`config.mk`:
```
export PLATFORM = sky130hd
export DESIGN_NAME = ysyx_24100005_ifu
export DESIGN_NICKNAME = d
export VERILOG_FILES = /design/src/rtl/ysyx_24100005_ifu_pkg.sv /design/src/rtl/ysyx_24100005_Reg.sv /design/src/rtl/ysyx_24100005_ifu.sv
export SDC_FILE = /design/constraint.sdc
export NUM_CORES = 1
export LEC_CHECK = 0
export CORE_MARGIN = 10
export CORE_UTILIZATION = 41
export DETAILED_ROUTE_END_ITERATION = 10
export GPL_TIMING_DRIVEN = 0
export PLACE_DENSITY = 0.73
export SLEW_MARGIN = 20
export SYNTH_ARGS = -nofsm -noshare
export SYNTH_HDL_FRONTEND = slang
export SYNTH_HIERARCHICAL = 1
export SYNTH_SLANG_ARGS = --single-unit
```
`constraint.sdc`:
```
create_clock -name clk -period 2.23 [get_ports clk]
set_input_delay 0.669 -clock clk [delete_from_list [all_inputs] [get_ports clk]]
set_output_delay 0.669 -clock clk [all_outputs]
set_load 0.02 [all_outputs]
```
`src/rtl/ysyx_24100005_ifu_pkg.sv`:
```
// Shared definitions for the ysyx_24100005 fetch unit: FSM encoding,
// reset PC and the instruction-address-misaligned fault code.
package ysyx_24100005_defs;

  localparam logic [31:0] RESET_PC = 32'h8000_0000;

  // RISC-V mcause value for an instruction-address-misaligned exception
  localparam logic [3:0] EXC_INST_MISALIGNED = 4'd0;

  // Instruction word handed to decode when the fetch faults
  localparam logic [31:0] FAULT_INST = 32'h0000_0000;

  typedef enum logic [1:0] {
    S_IDLE = 2'd0,
    S_REQ  = 2'd1,
    S_WAIT = 2'd2,
    S_HOLD = 2'd3
  } ifu_state_t;

  function automatic logic pc_misaligned(input logic [31:0] pc);
    return pc[1:0] != 2'b00;
  endfunction

endpackage

```
`src/rtl/ysyx_24100005_Reg.sv`:
```
// Generic register with synchronous active-high reset and write enable.
module ysyx_24100005_Reg #(
  parameter int WIDTH = 32,
  parameter logic [WIDTH-1:0] RESET_VAL = '0
) (
  input  logic             clk,
  input  logic             rst,
  input  logic             wen,
  input  logic [WIDTH-1:0] din,
  output logic [WIDTH-1:0] dout
);

  always_ff @(posedge clk) begin
    if (rst) begin
      dout <= RESET_VAL;
    end else if (wen) begin
      dout <= din;
    end
  end

endmodule

```
`src/rtl/ysyx_24100005_ifu.sv`:
```
// Instruction fetch unit: one outstanding imem fetch, result held for decode
// until accepted, PC redirects from execute cancel stale fetches.
module ysyx_24100005_ifu
  import ysyx_24100005_defs::*;
(
  input  logic        clk,
  input  logic        rst,
  output logic        imem_req,
  output logic [31:0] imem_addr,
  input  logic        imem_gnt,
  input  logic        imem_rvalid,
  input  logic [31:0] imem_rdata,
  output logic        out_valid,
  input  logic        out_ready,
  output logic [31:0] out_inst,
  output logic [31:0] out_pc,
  output logic        out_err,
  input  logic        redirect_valid,
  input  logic [31:0] redirect_pc,
  output ifu_state_t  dbg_state
);

  // Handshakes: a transfer happens on a cycle where valid and ready (or
  // req and gnt) are both high at posedge clk; valid/req and their payload
  // never depend combinationally on ready/gnt and stay stable until taken.

  ifu_state_t  state, state_n;
  logic        drop, drop_n;
  logic [31:0] pc;
  logic        pc_wen;
  logic [31:0] pc_din;
  logic        lat_en;
  logic [31:0] lat_inst;
  logic        lat_err;
  logic        misaligned;

  ysyx_24100005_Reg #(
    .WIDTH     (32),
    .RESET_VAL (RESET_PC)
  ) u_pc_reg (
    .clk  (clk),
    .rst  (rst),
    .wen  (pc_wen),
    .din  (pc_din),
    .dout (pc)
  );

  assign misaligned = pc_misaligned(pc);

  always_comb begin
    state_n  = state;
    drop_n   = drop;
    pc_wen   = 1'b0;
    pc_din   = pc + 32'd4;
    lat_en   = 1'b0;
    lat_inst = imem_rdata;
    lat_err  = 1'b0;

    unique case (state)
      S_IDLE: begin
        state_n = S_REQ;
      end

      S_REQ: begin
        if (redirect_valid) begin
          pc_wen = 1'b1;
          pc_din = redirect_pc;
          // A grant taken this cycle fetches the old PC; its data must be dropped.
          if (!misaligned && imem_gnt) begin
            state_n = S_WAIT;
            drop_n  = 1'b1;
          end
        end else if (misaligned) begin
          lat_en   = 1'b1;
          lat_inst = FAULT_INST;
          lat_err  = 1'b1;
          state_n  = S_HOLD;
        end else if (imem_gnt) begin
          state_n = S_WAIT;
        end
      end

      S_WAIT: begin
        if (redirect_valid) begin
          pc_wen = 1'b1;
          pc_din = redirect_pc;
          if (imem_rvalid) begin
            state_n = S_REQ;
            drop_n  = 1'b0;
          end else begin
            drop_n = 1'b1;
          end
        end else if (imem_rvalid) begin
          if (drop) begin
            state_n = S_REQ;
            drop_n  = 1'b0;
          end else begin
            lat_en  = 1'b1;
            state_n = S_HOLD;
          end
        end
      end

      S_HOLD: begin
        if (redirect_valid) begin
          pc_wen  = 1'b1;
          pc_din  = redirect_pc;
          state_n = S_REQ;
        end else if (out_ready) begin
          pc_wen  = 1'b1;
          state_n = S_REQ;
        end
      end

      default: begin
        state_n = S_IDLE;
      end
    endcase
  end

  always_ff @(posedge clk) begin
    if (rst) begin
      state    <= S_IDLE;
      drop     <= 1'b0;
      out_inst <= 32'h0;
      out_pc   <= RESET_PC;
      out_err  <= 1'b0;
    end else begin
      state <= state_n;
      drop  <= drop_n;
      if (lat_en) begin
        out_inst <= lat_inst;
        out_pc   <= pc;
        out_err  <= lat_err;
      end
    end
  end

  assign imem_req  = (state == S_REQ) && !misaligned;
  assign imem_addr = pc;
  assign out_valid = (state == S_HOLD);
  assign dbg_state = state;

endmodule

```
== After elaboration in Yosys (flattened, before gate mapping) ==
Index checks and enable logic that the tools add are counted.

* Output and inout port bits: 101
* Bits in registers: 100

* Reduce and logical (&&, ||, !) cells: 10
* Equality and inequality tests: 10
* Add/subtract/negate cells: 1
* Multiplexer cells: 33

{| class="wikitable"
|+ Operators with widths
! operator !! count
|-
| $mux W32 || 5
|-
| $add A32 B3 Y32 const B || 1
|-
| $mux W2 || 10
|-
| $mux W1 || 14
|-
| $pmux W2 S4 || 1
|-
| $reduce_and A4 Y1 || 2
|-
| $ne A2 B2 Y1 const B || 3
|-
| $ne A3 B3 Y1 const B || 2
|-
| $pmux W1 S2 || 3
|-
| $eq A2 B2 Y1 const B || 2
|-
| $ne A4 B4 Y1 const B || 1
|-
| $reduce_bool A2 Y1 || 2
|-
| $ne A3 B1 Y1 const B || 1
|-
| $reduce_or A3 Y1 || 1
|-
| $eq A2 B1 Y1 const B || 1
|-
| $logic_and A1 B1 Y1 || 2
|-
| $logic_not A2 Y1 || 1
|-
| $reduce_or A2 Y1 || 1
|-
| $logic_not A1 Y1 || 1
|}

== Logic depth before layout (Yosys ltp) ==
Gate-level depths: netlist of the first run.

* Depth after elaboration: 6
* Depth in mapped cells: 9

== Modules after synthesis ==
The synthesis of the first run kept the hierarchy.

{| class="wikitable"
|+ By module, submodules not included
! module !! times used !! seq. area each (um^2) !! area an instance (um^2) !! cells each
|-
| ysyx_24100005_ifu || 1 || 1361.3 || 3622.2 || 502
|-
| ysyx_24100005_Reg || 1 || 640.6 || 1166.1 || 103
|}

== Worst setup path after synthesis of the first run ==
Ideal clock, no wire load.

* Path kind: register to register
* From: reg u_pc_reg.dout[2]
* To: reg u_pc_reg.dout[22]
* Cell stages (with the launch flop): 9
* Data arrival time: 2236 ps
* Buffers on the path: 1
* Setup time: 65 ps
* Data required time: 2165 ps
* Clock period less this slack: 2301 ps
* Slack: -71 ps
* Cell sequence: dfxtp_1 -> ha_1 -> nand4_2 -> or4_1 -> buf_2 -> or3_1 -> a31oi_1 -> mux2i_1 -> nor2_1

* Word-level cells in the longest chain between the ends: 3

{| class="wikitable"
|+ Ends and longest elaborated chain
! element !! line !! text
|-
| from (decl) || ysyx_24100005_Reg.sv:10 || <nowiki>output logic [WIDTH-1:0] dout</nowiki>
|-
| from (signal assigned) || ysyx_24100005_Reg.sv:17 || <nowiki>dout <= din;</nowiki>
|-
| $add A32 B3 Y32 * || ysyx_24100005_ifu.sv:54 || <nowiki>pc_din = pc + 32'd4;</nowiki>
|-
| $mux W32 || ysyx_24100005_ifu.sv:65, ysyx_24100005_ifu.sv:84, ysyx_24100005_ifu.sv:105 ||
|-
| $mux W32 * || -- ||
|-
| named net pc_din[22] || ysyx_24100005_ifu.sv:31 || <nowiki>logic [31:0] pc_din;</nowiki>
|}

Mark *: on every way through the listed nets, which the timed path passes. The rest lies on a longest branch.
A chain may end at the register's enable or synchronous reset.

== Final worst setup path of the first run ==
* From: reg u_pc_reg.dout[15]
* To: out imem_addr[15]

{| class="wikitable"
|+ RTL lines
! element !! line !! text
|-
| to (decl) || ysyx_24100005_ifu.sv:9 || <nowiki>output logic [31:0] imem_addr,</nowiki>
|}

No word-level cell between the ends.

==> impl_results.md, run 1 <==
- Outcome: completed
- Post-synth EDFFs: 0
- Async set or reset register ratio after synthesis: 0%
- Worst relative slew slack: 61.2%
- DRT Pass-1 Iters: 5
- Cts bufs inserted: 9
- Overall Global Routing Usage: 19.8%
- Critical Path Source Type: flop
- Initial antenna violation count: 1
- Min-Delay Endpoint: out_pc[16]
- Detailed Place HPWL: 12600 um
- Worst r2r src: u_pc_reg/dout[3]
- Critical path class: reg -> out
- Cell depth of the worst hold path: 2
- Post-synth net total: 680
- Critical Path RT: 1.56 ns
- Layout cells sized above 1: 11.3%
- Worst setup EP type: primary output
- Reg2Reg Depth: 7
- Slowest CP cell: clkdlybuf4s50_1
- Die height: about 130 um
- Hold path start: out_pc[16]
- Via density: 5.48
- Leakage: about 0.0024 uW
- Max Fanout on Critical Path: 7
- Mapped Cells: 605
- Root Driver: clkbuf_16
- Worst reg2reg endpoint: u_pc_reg/dout[26]
- Cell Count, Final, Fillers Out: 942
- Top cell family by delay on the critical path: buffers and inverters
- Port-buffer cells: ~170
- Cells after DPL: 917
- Buf+Inv Stages, Crit Path: 1
- Routed WL per cell: 18.0 um
- Final hold violation count: 0
- Max Fclk: approximately 0.46 GHz
- R2R Setup Slk: approximately 0.11 ns
- CP startpoint: u_pc_reg/dout[15]
- P per Cell Area: between 700 and 800 mW/mm2
- Ports: 171
- Grt ovf: 0
- Crit-path cells: clkdlybuf4s50_1
- Die area: 0.0164 mm2
- Site Rows: 39
- Syn avg cell area: 7.91 um2
- Initial Utilization: 41.9%
- Final Critical Period: 2.17 ns
- Final wirelength: 16900 um
- Slew @ Worst Pin: 0.582 ns
- CTS sink count: 100
- Die W: 128 um
- Clock Skews: between 0.007 and 0.008 ns
- Post-synthesis sequential area ratio: 41.8%
- Period utilisation layout: 97.3%
- Maximum vdd drop: roughly 410 uV
- DR iter-0 viols: 383
- Residual DRC count: 0
- Via count: 5160
- Largest stage delay, worst path: 0.69 ns
- Number of global-route vias before repair: 5213
- Arrival time worst endpoint: approximately 1.5 ns
- Endpoints failing setup: 0
- First-pass GRT wire length: 26900 um
- Leading register cell type out of synthesis: dfxtp_1
- Nets: 869
- Hold WS: around 0.48 ns
- Clock tree buffer depth: 2
- Antenna-violating nets left: 0
- Worst Hold Class: reg -> reg
- H-tree levels: 3
- Cell variety after synth: 41
- Placer Congestion: 0.854
- Pin count of the biggest net entering global routing: 17
- Clk slew on worst S/H paths: 0.07 ns
- CTS Hold Bufs: 0
- Area grow syn2layout: 50.8%
- YS warnings: 6
- Mapped Area: approximately 0.0048 mm2
- Final Slew Violations: 0
- Clock Latency Late Sink: 0.34 ns
- Yosys reg bits: 100
- Core ar.: 0.0114 mm2
- TritonCTS clock tree: built
- Max-cap viol count: 0
layout make-up:
cell class,instances,area [um2]
Inverter,8,30.0
Sequential cell,100,2040
Multi-Input combinational cell,446,2610
Clock buffer,10,239
Antenna cell,1,2.50
Clock inverter,5,37.5
Timing Repair Buffer,180,1780
Tap cell,143,179
Buffer,49,300
Fill cell,1049,4200
state kept, by name, summed over array words and instances (netlist names):
| name | cells |
|---|---|
| out_pc | 32 |
| out_err | 1 |
| dbg_state | 2 |
| drop | 1 |
| u_pc_reg/dout | 32 |
| out_inst | 32 |
how the worst max path moves through the flow:
| stage | slack [ns] | endpoint | depth (start not counted) |
|---|---|---|---|
| 4_1_cts | -0.11 | imem_req | 4 |
| 3_3_place_gp | -0.50 | out_inst[26] | 6 |
| 3_5_place_dp | -0.56 | out_inst[24] | 6 |
| 5_1_grt | -0.009 | out_inst[30] | 10 |
| 6_report | 0.06 | imem_addr[15] | 1 |
| 2_1_floorplan | 0.02 | u_pc_reg/dout[31] | 6 |
placed cells by master (no fill, tap or decap), types with 3 or more instances in the layout:
| master | count |
|---|---|
| ha_1 | 3 |
| nor2_1 | 52 |
| dfxtp_4 | 7 |
| clkbuf_1 | 23 |
| o31ai_1 | 6 |
| a31oi_1 | 13 |
| clkdlybuf4s50_1 | 164 |
| or4_1 | 5 |
| buf_4 | 9 |
| nand4_1 | 5 |
| nand3_1 | 41 |
| buf_12 | 3 |
| clkbuf_2 | 12 |
| buf_6 | 6 |
| o21ai_0 | 87 |
| dlymetal6s2s_1 | 3 |
| nor4_1 | 3 |
| nand2_1 | 67 |
| xnor2_1 | 11 |
| or3_1 | 7 |
| nor3_1 | 4 |
| mux2i_1 | 31 |
| a21oi_1 | 71 |
| dfxtp_1 | 80 |
| inv_1 | 8 |
| nor2b_1 | 3 |
| clkbuf_16 | 9 |
| dfxtp_2 | 13 |
| buf_2 | 5 |
power breakdown:
part / internal, uW / leakage (uW) / switching [uW] / total [uW]
combinational: 691 / 0.00146 / 1070 / 1760
sequential: 1850 / 0.000818 / 103 / 1950
clock: 785 / 0.000131 / 696 / 1480
total: 3330 / 0.00241 / 1870 / 5200
metal layers:
metal | GRT usage (%) | vias up | wire [um]
li1 | - | 2516 | -
met1 | 23.3 | 2446 | 7000
met2 | 32.5 | 168 | 8190
met3 | 6.99 | 30 | 1370
met4 | 7.48 | 0 | 366
met5 | 0 | - | 0
Yosys cell counts (5+ instances only):
cell type	count	area [um2]
or3_1	7	43.8
nand4_1	5	31.3
nand2_1	67	251
inv_1	8	30.0
mux2i_1	31	310
nor2_1	52	195
clkbuf_1	41	154
or4_1	6	45.0
o31ai_1	6	45.0
a31oi_1	14	87.6
ha_1	5	62.6
nand3_1	42	210
xnor2_1	11	96.3
o21ai_0	87	435
buf_2	6	30.0
a21oi_1	72	360
dfxtp_1	100	2000
through the flow:
step	power [uW]	TNS (ns)	instance area [um2]	utilization, %	setup WS [ns]
after floorplan	3000	0	4790	-	0.0183
after global placement	3590	-28.01	6660	58.3	-0.497
after detailed placement	3630	-32.27	6660	58.3	-0.559
after CTS	5110	-2.02	7040	61.6	-0.108
after global routing	5480	-0.0296	7220	63.2	-0.00886
final	5200	0	7220	63.2	0.0605
what timing repair did:
action                                  4_1_cts  5_1_grt
gates resized for setup                      40       55
endpoints found under the setup margin       74       77
gates cloned                                  0        2
buffers inserted                              1        8
pin swaps                                     2        6
kinds of logic after synthesis:
| group | synth area share, % |
|---|---|
| mux | 6.72 |
| fa+ha+maj | 1.31 |
| buf+inv | 5.96 |
| xor+xnor | 2.38 |
| flops | 41.8 |
| simple gates | 20.7 |
| compound gates | 21.1 |
No activity file was read; power rests on OpenSTA's default activity.
==> inputs of run 2 (changes only) <==
ABC_AREA = 1   (was unset)
CORE_UTILIZATION = 42   (was 41)
RECOVER_POWER = 25   (was unset)
==> run 2 against run 1 <==
Net effect: hold slack worse by 0.016 ns; utilization fell by 2.2 points; non-clock buffer count decreased by 19; sequential power up 23%; combinational power increased by 51%; wire length is 2.3% higher; die area up 5.9%; via count grew 10%; final cell count increased by 27%; global-route usage is 0.55 points lower.
==> impl_results.md, run 2 <==
- Outcome: completed (unchanged)
- Clock Skews: 0.00904 ns (was 0.00713 ns)
- Grt ovf: 0 (unchanged)
- Largest area contributor in the netlist: dfxtp_1 (unchanged)
- Yosys top cell area share: 38.1% (was 41.8%)
- Cts bufs inserted: 9 (unchanged)
- Placed cell areas: 0.00716 mm2 (was 0.00666 mm2)
- Leading register cell type out of synthesis: dfxtp_1 (unchanged)
- Endpoints failing setup: 0 (unchanged)
- Logic pwr share: 40.5% (was 33.9%)
- Post-CTS Setup Bufs: 0 (was 1)
- Maximum vdd drop: 634 uV (was 413 uV)
- Worst r2r src: u_pc_reg/dout[3] (unchanged)
- Biggest regs: out_inst (32), out_pc (32), u_pc_reg/dout (32) (unchanged)
- Via count: 5690 (was 5160)
- Number of global-route vias before repair: 5051 (was 5213)
- Largest stage delay, worst path: 0.67 ns (was 0.69 ns)
- Root Driver: clkbuf_16 (unchanged)
- Layout cells sized above 1: 6.25% (was 11.3%)
- H-tree levels: 3 (unchanged)
- Routed WL per cell: 14.5 um (was 18.0 um)
- Synth area leaders: dfxtp_1, nand2_1, nor2_1, a21oi_1, nand3_1 (was dfxtp_1, o21ai_0, a21oi_1, mux2i_1, nand2_1)
- YS warnings: 6 (unchanged)
- Worst relative slew slack: 62.7% (was 61.2%)
- Overall Global Routing Usage: 19.3% (was 19.8%)
- Most common cell after layout, fill and taps aside: nand2_1 (was clkdlybuf4s50_1)
- Initial Utilization: 43.4% (was 41.9%)
- Cell variety after synth: 31 (was 41)
- Multi-input gate area: 0.00260 mm2 (was 0.00261 mm2)
- Mapped Cells: 838 (was 605)
- Worst setup EP type: primary output (unchanged)
- CTS Hold Bufs: 0 (unchanged)
- Final instance area: 0.00739 mm2 (was 0.00722 mm2)
- P per Cell Area: 890 mW/mm2 (was 720 mW/mm2)
- Final wirelength: 17300 um (was 16900 um)
- Via density: 4.77 (was 5.48)
- Final hold violation count: 0 (unchanged)
- DRT Pass-1 Iters: 6 (was 5)
- Critical Path RT: 1.56 ns (about the same)
- Post-synthesis sequential area ratio: 38.1% (was 41.8%)
- Antenna-violating nets left: 0 (unchanged)
- Ports: 171 (unchanged)
- Area grow syn2layout: 40.8% (was 50.8%)
- Worst Hold Class: reg -> reg (unchanged)
- Detailed Place HPWL: 13500 um (was 12600 um)
- Leakage: 0.00284 uW (was 0.00241 uW)
- Placer Congestion: 0.949 (was 0.854)
- Commonest cells post-synth: nand2_1, nor2_1, dfxtp_1 (was dfxtp_1, o21ai_0, a21oi_1)
- Filler cell count: 1225 (was 1049)
- Port-buffer cells: 170 (was 169)
- Setup TNS: 0 ns (unchanged)
- Clock tree buffer depth: 2 (unchanged)
- Pre-CTS WS: -0.499 ns (was -0.559 ns)
- Pin count of the biggest net entering global routing: 18 (was 17)
- Initial antenna violation count: 0 (was 1)
- Mapped Area: 0.00525 mm2 (was 0.00479 mm2)
- Power share of the clock group: 23.2% (was 28.5%)
- Slowest CP cell: clkdlybuf4s50_1 (unchanged)
- CTS sink count: 100 (unchanged)
- Period utilisation layout: 97.8% (was 97.3%)
- Most instantiated library cell after synthesis: nand2_1 (was dfxtp_1)
- Clk slew on worst S/H paths: 0.06 ns (was 0.07 ns)
- Post-synth EDFFs: 0 (unchanged)
- Slew @ Worst Pin: 0.559 ns (was 0.582 ns)
- Die height: 132 um (was 128 um)
- Internal power: 3930 uW (was 3330 uW)
- Yosys reg bits: 100 (unchanged)
- Final Critical Period: 2.18 ns (was 2.17 ns)
- TritonCTS clock tree: built (unchanged)
- Switching power as a share of total power: 40.3% (was 36.0%)
- Site Rows: 40 (was 39)
- First-pass GRT wire length: 27400 um (was 26900 um)
- Clock Latency Late Sink: 0.35 ns (was 0.34 ns)
- Max Fclk: 0.459 GHz (was 0.461 GHz)
- CP startpoint: u_pc_reg/dout[8] (was u_pc_reg/dout[15])
- Syn avg cell area: 6.27 um2 (was 7.91 um2)
- Seq. cell area: 0.00200 mm2 (was 0.00204 mm2)
- Final Slew Violations: 0 (unchanged)
- Flop pwr share: 36.4% (was 37.6%)
- Min setup slack post-route: 0.0496 ns (was 0.0605 ns)
- Buf+Inv Stages, Crit Path: 1 (unchanged)
- Critical Path Source Type: flop (unchanged)
- Max-cap viol count: 0 (unchanged)
- Die area: 0.0174 mm2 (was 0.0164 mm2)
- Async set or reset register ratio after synthesis: 0% (unchanged)
- Unrepaired setup endpoints after global routing: yes
- Hold path start: out_pc[3] (was out_pc[16])
- DR iter-0 viols: 423 (was 383)
- Final Util: 61.0% (was 63.2%)
- Hold WS: 0.460 ns (was 0.476 ns)
- Arrival time worst endpoint: 1.51 ns (was 1.50 ns)
- Core ar.: 0.0121 mm2 (was 0.0114 mm2)
- Max Fanout on Critical Path: 7 (unchanged)
- Top cell family by delay on the critical path: buffers and inverters (unchanged)
- Critical path class: reg -> out (unchanged)
- Nets: 1094 (was 869)
- Residual DRC count: 0 (unchanged)
- Most frequent cells in the layout: nand2_1, clkdlybuf4s50_1, nor2_1 (was clkdlybuf4s50_1, o21ai_0, dfxtp_1)
- Post-synth net total: 913 (was 680)
- Crit-path cells: clkdlybuf4s50_1 (unchanged)
- Die W: 132 um (was 128 um)
- NetSw: 2650 uW (was 1870 uW)
==> run 2: cell types whose count changed after synthesis, sizes merged, moves of 13 or more <==
cell | before | now
clkbuf | 41 | 13
mux2i | 31 | 0
buf | 10 | 27
nand2 | 67 | 278
inv | 8 | 101
o21ai | 87 | 24
nor2 | 52 | 117
a31oi | 14 | 1
nand3 | 42 | 73
==> run 2: repair_timing <==
item | in CTS | in global routing
resized for setup | 10 | 14
pin swaps | 0 | 0
hold endpoints to repair | 0 | 0
setup endpoints to repair | 18 | 12
==> run 2: power by group through the flow <==
| stage | clock network [uW] | registers, uW | logic [uW] |
|---|---|---|---|
| 2_1_floorplan | 0 | 2570 | 1490 |
| 3_3_place_gp | 0 | 2420 | 2700 |
| 3_5_place_dp | 0 | 2430 | 2720 |
| 4_1_cts | 1570 | 2390 | 2720 |
| 5_1_grt | 1630 | 2430 | 2980 |
| 6_report | 1520 | 2390 | 2660 |
==> run 2: worst paths after layout <==
kind,end,slack (ns),cells past startpoint
min,out_pc[3],0.46,2
max reg2reg,u_pc_reg/dout[24],0.20,13
min reg2reg,out_pc[3],0.46,2
max,imem_addr[8],0.05,1
==> run 2: routing by layer <==
| metal | vias up | GRT usage (%) | share of wire (%) | routed length (um) |
|---|---|---|---|---|
| met3 | 14 | 6.33 | 7.6 | 1320 |
| met4 | 0 | 5.07 | 1.2 | 206 |
| met1 | 2528 | 25.0 | 46 | 8000 |
| met5 | - | 0 | 0 | 0 |
| li1 | 2957 | - | - | - |
| met2 | 191 | 30.0 | 45 | 7790 |
==> run 2: layout make-up <==
cell class	instances	area share, %
clock buffer	11	3.28
antenna	1	0.0338
timing repair buffer	170	22.3
multi-input combinational	597	35.2
inverter	101	5.13
tap	168	2.84
sequential	100	27.1
buffer	40	3.55
clock inverter	5	0.609
==> run 2: kinds of logic after synthesis <==
logic type,after synthesis,share of synthesized area (%)
compound gates,103,10.2
xor+xnor,4,0.667
fa+ha+maj,5,1.19
buf+inv,141,12.2
flops,100,38.1
simple gates,485,37.6
==> run 2: worst reg2reg max path, stage by stage (launching register included) <==
cell     delay, ns
dfxtp_1       0.44
ha_1          0.26
nand2_1       0.08
nor2_2        0.24
nand2_1       0.16
nor2_2        0.25
nand2_1       0.09
nand2_1       0.06
nand2_1       0.05
a21oi_1       0.12
inv_1         0.05
nand2_1       0.06
nand2_1       0.05
nor2_1        0.08
==> run 2: per-stage QoR <==
step,std cells,power [uW]
3_5_place_dp,1176,5150
3_3_place_gp,1176,5120
4_1_cts,1192,6680
6_report,1193,6580
2_1_floorplan,838,4060
5_1_grt,1192,7050
